==> src/rtl/uart_rx_if.sv <==
// uart_rx_if: byte handshake between the UART receiver and its consumer.
// Ports: go (consumer request, drop = acknowledge), data (received byte),
//        dr (data ready), ferr (framing error, valid with dr).
interface uart_rx_if;
  logic       go;
  logic [7:0] data;
  logic       dr;
  logic       ferr;

  // Consumer side: drives go, reads the byte and its status.
  modport master (
    output go,
    input  data,
    input  dr,
    input  ferr
  );

  // Receiver side: reads go, presents the byte and its status.
  modport slave (
    input  go,
    output data,
    output dr,
    output ferr
  );
endinterface

==> src/rtl/uart_rx.sv <==
// uart_rx: 8N1 serial receiver, samples mid-bit, delivers bytes over a go/dr handshake.
// Latency: dr rises BIT_TIME/2 + 9*BIT_TIME clocks after start-edge detection (+1 with majority vote).
// Backpressure: frames are only armed while go=1; a byte is held until go drops, frames arriving meanwhile are dropped.
// Ports: clk (falling-edge clock), rst_n (async active-low reset), rx (async line, idle high),
//        bus (uart_rx_if.slave: go in; data, dr, ferr out).
// Build option: define UART_RX_MAJORITY_EN for a 2-of-3 majority decision per bit.
module uart_rx #(
  parameter int CLK_FREQ  = 66_000_000,
  parameter int BAUD_RATE = 9600
) (
  input  logic     clk,
  input  logic     rst_n,
  input  logic     rx,
  uart_rx_if.slave bus
);

  localparam int BIT_TIME_RAW = CLK_FREQ / BAUD_RATE;
  localparam int BIT_TIME     = (BIT_TIME_RAW < 4) ? 4 : BIT_TIME_RAW;
  localparam int TW           = $clog2(BIT_TIME);

  localparam logic [TW-1:0] FULL_RELOAD = TW'(BIT_TIME - 1);
  localparam logic [TW-1:0] HALF_RELOAD = TW'(BIT_TIME / 2 - 1);

  typedef enum logic [2:0] {
    IDLE,
    START_BIT,
    DATA_BITS,
    STOP_BIT,
    WAIT_GO_LOW
  } state_t;

  state_t        state, state_nx;
  logic [1:0]    sync;
  logic          rxs;
  logic [TW-1:0] tcnt, tcnt_nx;
  logic [2:0]    bcnt, bcnt_nx;
  logic [7:0]    shreg, shreg_nx;
  logic [7:0]    data_q, data_nx;
  logic          dr_q, dr_nx;
  logic          ferr_q, ferr_nx;
  logic          armed, armed_nx;
  logic          timed;
  logic          sample_now;
  logic          bit_val;

  // Two-flop synchronizer, idles high so reset never looks like a start bit.
  always_ff @(negedge clk or negedge rst_n) begin
    if (!rst_n) begin
      sync <= 2'b11;
    end else begin
      sync <= {sync[0], rx};
    end
  end

  assign rxs   = sync[1];
  assign timed = (state == START_BIT) || (state == DATA_BITS) || (state == STOP_BIT);

`ifdef UART_RX_MAJORITY_EN
  // Capture rxs at counter 1 and 0; the vote is taken one clock after 0
  // using the live rxs as the third sample.
  logic s_pre;
  logic s_mid;
  logic pend;

  always_ff @(negedge clk or negedge rst_n) begin
    if (!rst_n) begin
      s_pre <= 1'b1;
      s_mid <= 1'b1;
      pend  <= 1'b0;
    end else begin
      if (timed && (tcnt == TW'(1))) s_pre <= rxs;
      if (timed && (tcnt == '0))     s_mid <= rxs;
      pend <= timed && (tcnt == '0);
    end
  end

  assign sample_now = pend;
  assign bit_val    = (s_pre & s_mid) | (s_pre & rxs) | (s_mid & rxs);
`else
  assign sample_now = timed && (tcnt == '0);
  assign bit_val    = rxs;
`endif

  always_ff @(negedge clk or negedge rst_n) begin
    if (!rst_n) begin
      state  <= IDLE;
      tcnt   <= '0;
      bcnt   <= '0;
      shreg  <= '0;
      data_q <= '0;
      dr_q   <= 1'b0;
      ferr_q <= 1'b0;
      armed  <= 1'b1;
    end else begin
      state  <= state_nx;
      tcnt   <= tcnt_nx;
      bcnt   <= bcnt_nx;
      shreg  <= shreg_nx;
      data_q <= data_nx;
      dr_q   <= dr_nx;
      ferr_q <= ferr_nx;
      armed  <= armed_nx;
    end
  end

  always_comb begin
    state_nx = state;
    tcnt_nx  = tcnt;
    bcnt_nx  = bcnt;
    shreg_nx = shreg;
    data_nx  = data_q;
    dr_nx    = dr_q;
    ferr_nx  = ferr_q;
    // Any high sample re-arms the start detector after a break.
    armed_nx = armed | rxs;

    // The bit timer free-runs through the frame, reloading at zero, so the
    // sample grid is independent of when the decision is taken.
    if (timed) begin
      tcnt_nx = (tcnt == '0) ? FULL_RELOAD : tcnt - TW'(1);
    end

    case (state)
      IDLE: begin
        if (bus.go && !rxs && armed) begin
          tcnt_nx  = HALF_RELOAD;
          state_nx = START_BIT;
        end
      end

      START_BIT: begin
        if (sample_now) begin
          if (!bit_val) begin
            bcnt_nx  = '0;
            state_nx = DATA_BITS;
          end else begin
            state_nx = IDLE;
          end
        end
      end

      DATA_BITS: begin
        if (sample_now) begin
          shreg_nx[bcnt] = bit_val;
          if (bcnt == 3'd7) begin
            state_nx = STOP_BIT;
          end else begin
            bcnt_nx = bcnt + 3'd1;
          end
        end
      end

      STOP_BIT: begin
        if (sample_now) begin
          data_nx  = shreg;
          ferr_nx  = ~bit_val;
          dr_nx    = 1'b1;
          state_nx = WAIT_GO_LOW;
          if (!bit_val) begin
            armed_nx = 1'b0;
          end
        end
      end

      WAIT_GO_LOW: begin
        if (!bus.go) begin
          dr_nx    = 1'b0;
          ferr_nx  = 1'b0;
          state_nx = IDLE;
        end
      end

      default: begin
        state_nx = IDLE;
      end
    endcase
  end

  assign bus.data = data_q;
  assign bus.dr   = dr_q;
  assign bus.ferr = ferr_q;

endmodule
==> src/flat_wrapper.sv <==
// flat-port wrapper written by rule: the top's interface ports become plain ports
module uart_rx_flat 
#(
  parameter int CLK_FREQ  = 66_000_000,
  parameter int BAUD_RATE = 9600
)
  (clk, rst_n, rx, bus_go, bus_data, bus_dr, bus_ferr);
  uart_rx_if bus_i ();
  input  logic clk;
  input  logic rst_n;
  input  logic rx;
  input wire logic [$bits(bus_i.go)-1:0] bus_go;
  output wire logic [$bits(bus_i.data)-1:0] bus_data;
  output wire logic [$bits(bus_i.dr)-1:0] bus_dr;
  output wire logic [$bits(bus_i.ferr)-1:0] bus_ferr;
  assign bus_i.go = bus_go;
  assign bus_data = bus_i.data;
  assign bus_dr = bus_i.dr;
  assign bus_ferr = bus_i.ferr;
  uart_rx #(.CLK_FREQ(CLK_FREQ), .BAUD_RATE(BAUD_RATE)) u_core (.clk(clk), .rst_n(rst_n), .rx(rx), .bus(bus_i));
endmodule
==> config.mk <==
export PLATFORM = sky130hd
export DESIGN_NAME = uart_rx_flat
export DESIGN_NICKNAME = d
export VERILOG_FILES = /design/src/rtl/uart_rx_if.sv /design/src/rtl/uart_rx.sv /design/src/flat_wrapper.sv
export SDC_FILE = /design/constraint.sdc
export NUM_CORES = 1
export LEC_CHECK = 0
export ABC_AREA = 1
export CAP_MARGIN = 20
export CORE_MARGIN = 3
export CORE_UTILIZATION = 52
export DETAILED_ROUTE_END_ITERATION = 10
export PLACE_DENSITY = 0.81
export SETUP_SLACK_MARGIN = 0.15
export SLEW_MARGIN = 20
export SYNTH_ARGS = -nofsm -noshare
export SYNTH_HDL_FRONTEND = slang
export SYNTH_SLANG_ARGS = --single-unit
==> constraint.sdc <==
create_clock -name clk -period 1.6 [get_ports clk]
set_input_delay 0.24 -clock clk [delete_from_list [all_inputs] [get_ports clk]]
set_output_delay 0.24 -clock clk [all_outputs]
set_load 0.02 [all_outputs]
==> reports/metrics.cfg, run 1 <==
[final_layout]
final_core_util_pct=83.6
fin_cells=377
fin_area_um2=3150
diodes=0
syn_to_final_growth_pct=50.7
fillers=186
layout.nets=335
drive_above_1_share_pct=44.7

[timing]
worst_pin_slew_ns=0.322
slew_violations=0
slew_headroom_pct=78.4
rsz0062_at_grt=yes
setup_viol=14
worst_slack_ns=-0.330
finClkSkew_ns=0.0740
finalHoldViolations=0
holdWs_ns=0.330
setup-tns-final_ns=-3.22

[critical_path]
path_class=register to output port
slowest_delay_ns=0.45
cp_top_family=flip-flops
worstPathArrival_ns=1.69
r2r-end=u_core.shreg[1]
required_ns=1.36
worstSetupStartpointType=register
cp_slowest_cell=dfrtn_1
cp-end-kind=output port
cp-startpoint=u_core.bus.ferr
worstReg2RegStart=u_core.state[0]
path_depth=1
cp_max_fo=2
crit_chain=buf_6
r2r_cells=7
rrSetupSlack_ns=-0.05
cp_num_buf_inv=1
critPathCapture=bus_ferr

[grt]
grt_pass1_wl_um=8960
grt_usage_pct=23.2
first_global_vias=1990
gr-total-overflow=0
grt_max_degree=20
antenna_found_initial=0

[floorplan]
die_x_um=69.4
die_h_um=69.4
fp-row-count=22
core_area_um2=3770
die_area_um2=4820
start_util_pct=55.5
io-pin-count=14

[min_path]
min_from=u_core.sync[0]
hold_class=register to register

[routing]
routed_via_density=5.64
postRouteWirelength_um=6510
route.detailed.drc=0
dr.pass1.iters=5
initialDrtViolationCount=245
wl_per_cell_um=17.3
ant_nets=0
num_vias=2127

[logic_synthesis]
syn-instance-count=257
yosys.area.top_type=dfrtn_1
synth_area_um2=2090
synth_area_per_cell_um2=8.14
seq_area_frac_synth_pct=48.0
ys_ff_latch=40
synth.area.top_cells=dfrtn_1, nand2_1, inv_1, nand3_1, dfstp_2
yosys.area.top_type_share_pct=44.3
synth.distinct_cells=30
yosys_warnings=0
synth_fp_nets=264

[clock_network]
clockBufferDepth=2
cts_tree=done
cts-buffers-inserted=5
clockRootBuffer=clkbuf_8
clk_pin_slew_ns=0.05
htreeDepth=2
cts_sinks=40
clk_latency_ns=0.37
cts_hold_buf=0

[pwr]
p_comb_share_pct=41.5
swShare_pct=38.4
irDropWorstVdd_uv=989
clkPwrFrac_pct=23.7
power.internal_mw=2.29
pwr_density_cell_nw_per_um2=1180
p_sw_mw=1.43
leakagePower_nw=1.65
seqPwrFrac_pct=34.8
power_mw=3.72

[place]
placed_area_um2=2410
dp_slack_ns=-0.782
gp_congestion=0.846
port_buffers=13
dpl.hpwl_um=3110
dp.cells=329

[status]
status=finished, violations left
failed_checks=negative setup slack

[flow_run]
cap_violations=0

## area by class of cell
class / instances / area, um^2 / share of cell area, %
clock buffer: 6 / 72.6 / 2.30
inverter: 41 / 186 / 5.92
clock inverter: 5 / 50.0 / 1.59
sequential: 40 / 1000 / 31.9
tap: 48 / 60.1 / 1.91
multi-input combinational: 175 / 1190 / 37.8
timing repair buffer: 62 / 587 / 18.6
## cells by family after synthesis
| logic type | share of synthesized area (%) |
|---|---|
| xor gates and xnor gates | 1.26 |
| AOI/OAI and AO/OA | 6.46 |
| and+or+nand+nor | 34.3 |
| DFF | 48.0 |
| buffers and inverters | 8.19 |
| adders and majority gates | 1.79 |
## synth_stat cells
library cell and n:
nand2_1 80, inv_1 38, dfrtn_1 37, nand3_1 24, nor2_1 17, o21ai_0 7
nand4_1 6, a21oi_1 4, o21ai_2 4, dfstp_2 3, ha_1 3, inv_2 3
nand2_2 3, nand2_4 3, nor3_1 3, o21ai_1 3, xor2_1 3, nor2_2 2
nor2_4 2, nor2_8 2, a31oi_1 1, buf_6 1, inv_4 1, nand3b_1 1
nand4_2 1, nor3_2 1, nor3_4 1, o211ai_1 1, o21ai_4 1, or2_2 1
## cells in the final DEF (no fill, tap or decap), types with 2 or more instances in the layout
master / netlist / routed
o21ai_0: 7 / 4
nand3_1: 24 / 14
nor3_4: 1 / 3
dfrtn_1: 37 / 37
nor2_2: 2 / 3
dfstp_2: 3 / 3
nor2_4: 2 / 8
nand2_1: 80 / 66
nand3_4: 0 / 3
nand2_8: 0 / 2
nor3_1: 3 / 2
inv_2: 3 / 8
a21oi_2: 0 / 3
nand3_2: 0 / 7
buf_12: 0 / 2
buf_6: 1 / 17
nor2_8: 2 / 2
inv_1: 38 / 30
clkbuf_8: 0 / 5
buf_8: 0 / 2
xor2_1: 3 / 3
nand2_4: 3 / 7
nand2_2: 3 / 11
ha_1: 3 / 2
nand4_1: 6 / 6
inv_4: 1 / 3
nor2_1: 17 / 11
o21ai_2: 4 / 9
buf_4: 0 / 38
## worst min-delay path by stage
stage	end	cells past startpoint
global placement	u_core.sync[1]	0
global route	u_core.sync[1]	0
finish	u_core.sync[1]	0
floorplan	u_core.sync[1]	0
CTS	u_core.sync[1]	0
detailed placement	u_core.sync[1]	0
## routing by layer
layer  routed length [um]  track usage, %
met1                 2390            27.7
met2                 3390            41.1
met3                  443            4.64
met4                  283            8.46
met5                    0               0
## power by group through the flow
stage          clock [mW]  sequential [mW]  combinational [mW]
2_1_floorplan      0.0156             1.31               0.631
3_3_place_gp       0.0156             1.29               0.918
3_5_place_dp       0.0156             1.30               0.953
4_1_cts             0.877             1.28                1.26
5_1_grt             0.925             1.31                1.67
6_report            0.883             1.29                1.55
## flip-flops by register name (all words and copies together) (netlist names), 2 cells and up
name             flops
u_core.shreg         8
u_core.state         3
u_core.tcnt         13
u_core.bcnt          3
u_core.sync          2
u_core.bus.data      8
## repair_timing
action / 4_1_cts / 5_1_grt
pin swaps: 29 / 31
endpoints found under the setup margin: 47 / 48
setup buffers: 27 / 9
resized for setup: 103 / 44
cloned: 2 / 0
(Power assumes the default switching activity.)
==> inputs of run 2 (changes only) <==
--- a/config.mk
+++ b/config.mk
@@ -8,9 +8,10 @@
 export ABC_AREA = 1
 export CAP_MARGIN = 20
 export CORE_MARGIN = 3
-export CORE_UTILIZATION = 52
+export CORE_UTILIZATION = 55
 export DETAILED_ROUTE_END_ITERATION = 10
-export PLACE_DENSITY = 0.81
+export DONT_BUFFER_PORTS = 1
+export PLACE_DENSITY = 0.8
 export SETUP_SLACK_MARGIN = 0.15
 export SLEW_MARGIN = 20
 export SYNTH_ARGS = -nofsm -noshare
==> run 2 against run 1 <==
  * The flow still finishes with violations (negative setup slack)
  * Core utilization grew 4.5 points
  * Critical path type unchanged
  * Critical path depth shrank 1
  * Sequential power grew 5%
  * Setup slack gained 0.026 ns
  * Non-clock buffer count shrank 14
  * Global-route usage grew 4.8 points
  * Highest routed layer unchanged
  * Sequential cell count is the same
  * Largest cell class unchanged
  * Register-to-register slack lost 0.06 ns
==> reports/metrics.cfg, run 2 (synthesized netlist as in run 1, its figures left out) <==
[status]
status=finished, violations left
failed_checks=negative setup slack

[critical_path]
cp_max_fo=2
worstSetupStartpointType=register
path_class=register to output port
worstPathArrival_ns=1.66
required_ns=1.36
cp-end-kind=output port

[place]
port_buffers=0
gp_congestion=0.847
dpl.hpwl_um=3000
dp_slack_ns=-0.160
placed_area_um2=2300

[min_path]
hold_class=input pin to async pin

[grt]
grt_pass1_wl_um=9250
grt_max_degree=41
antenna_found_initial=0
grt_usage_pct=28.0
first_global_vias=1955
gr-total-overflow=0

[clock_network]
clk_latency_ns=0.36
clk_pin_slew_ns=0.06
clockRootBuffer=clkbuf_8
cts_hold_buf=0
cts_tree=done
cts-buffers-inserted=5
htreeDepth=2
clockBufferDepth=2
cts_sinks=40

[floorplan]
start_util_pct=59.9
fp-row-count=21
io-pin-count=14
die_h_um=67.7
die_area_um2=4580
core_area_um2=3490
die_x_um=67.7

[flow_run]
cap_violations=0

[final_layout]
diodes=0
layout_commonest_cell=nand2_1
drive_above_1_share_pct=47.0
largest-register=u_core.tcnt
largest_reg_flops=13
syn_to_final_growth_pct=47.2
layout.nets=321
fin_area_um2=3080
final_core_util_pct=88.1
most-common-layout-cells=nand2_1, dfrtn_1, buf_4

[routing]
route.detailed.drc=0
wl_per_cell_um=20.0
initialDrtViolationCount=227
postRouteWirelength_um=7210
routed_via_density=5.85
num_vias=2113
ant_nets=0
dr.pass1.iters=6

[timing]
setup_viol=34
slew_violations=0
finClkSkew_ns=0.0561
worst_slack_ns=-0.304
finalHoldViolations=0
rsz0062_at_grt=yes
worst_pin_slew_ns=0.467
slew_headroom_pct=68.7

[pwr]
leakagePower_nw=1.60
power_mw=3.84
pwr_density_cell_nw_per_um2=1250
irDropWorstVdd_uv=1050

==> run 2: changes by cell type in the layout (fill, tap and decap cells not counted), sizes merged <==
cell,change
buf,-12
bufinv,-1
clkbuf,-1
clkdlybuf4s50,-1
clkinv,-2
clkinvlp,+3
==> run 2: layout make-up <==
| class | instances | area [um^2] |
|---|---|---|
| sequential | 40 | 1000 |
| multi-input combinational | 175 | 1240 |
| clock inverter | 5 | 26.3 |
| clock buffer | 6 | 76.3 |
| tap | 46 | 57.6 |
| fill | 143 | 415 |
| timing repair buffer | 48 | 497 |
| inverter | 41 | 180 |
==> run 2: routing by layer <==
metal / wire length [um] / track usage (%) / share of wire (%)
met1: 2690 / 32.6 / 37
met2: 3710 / 49.5 / 51
met3: 481 / 5.82 / 6.7
met4: 338 / 11.6 / 4.7
met5: 0 / 0 / 0
==> run 2: report_power, final <==
part           leakage (nW)  switching (mW)  internal [mW]
logic                  1.04            1.00          0.750
clock network        0.0568           0.396          0.334
registers             0.504           0.192           1.16
==> run 2: what timing repair did <==
action | 4_1_cts | 5_1_grt
setup buffers | 24 | 10
pin swaps | 37 | 34
gates resized for setup | 54 | 44
gates cloned | 2 | 0
endpoints found under the setup margin | 41 | 48
endpoints found under the hold margin | 0 | 0
==> run 2: path summary, 6_finish.rpt <==
path / start / endpoint / slack (ns) / cells past startpoint
max in group asynchronous: rst_n / u_core.sync[1] / 1.04 / 0
max reg2reg: u_core.tcnt[1] / u_core.bcnt[0] / -0.11 / 10
max: u_core.bus.dr / bus_dr / -0.30 / 0
min reg2reg: u_core.sync[0] / u_core.sync[1] / 0.36 / 0
min in group clk: u_core.sync[0] / u_core.sync[1] / 0.36 / 0
min: rst_n / u_core.bus.data[2] / 0.31 / 0
==> run 2: stage by stage <==
step | setup TNS [ns] | hold slack, ns | instances
3_3_place_gp | -0.855 | 0.348 | 315
3_5_place_dp | -1.23 | 0.349 | 315
4_1_cts | -2.72 | 0.314 | 351
5_1_grt | -5.75 | 0.298 | 361
2_1_floorplan | -0.438 | 0.345 | 257
6_report | -3.98 | 0.309 | 361
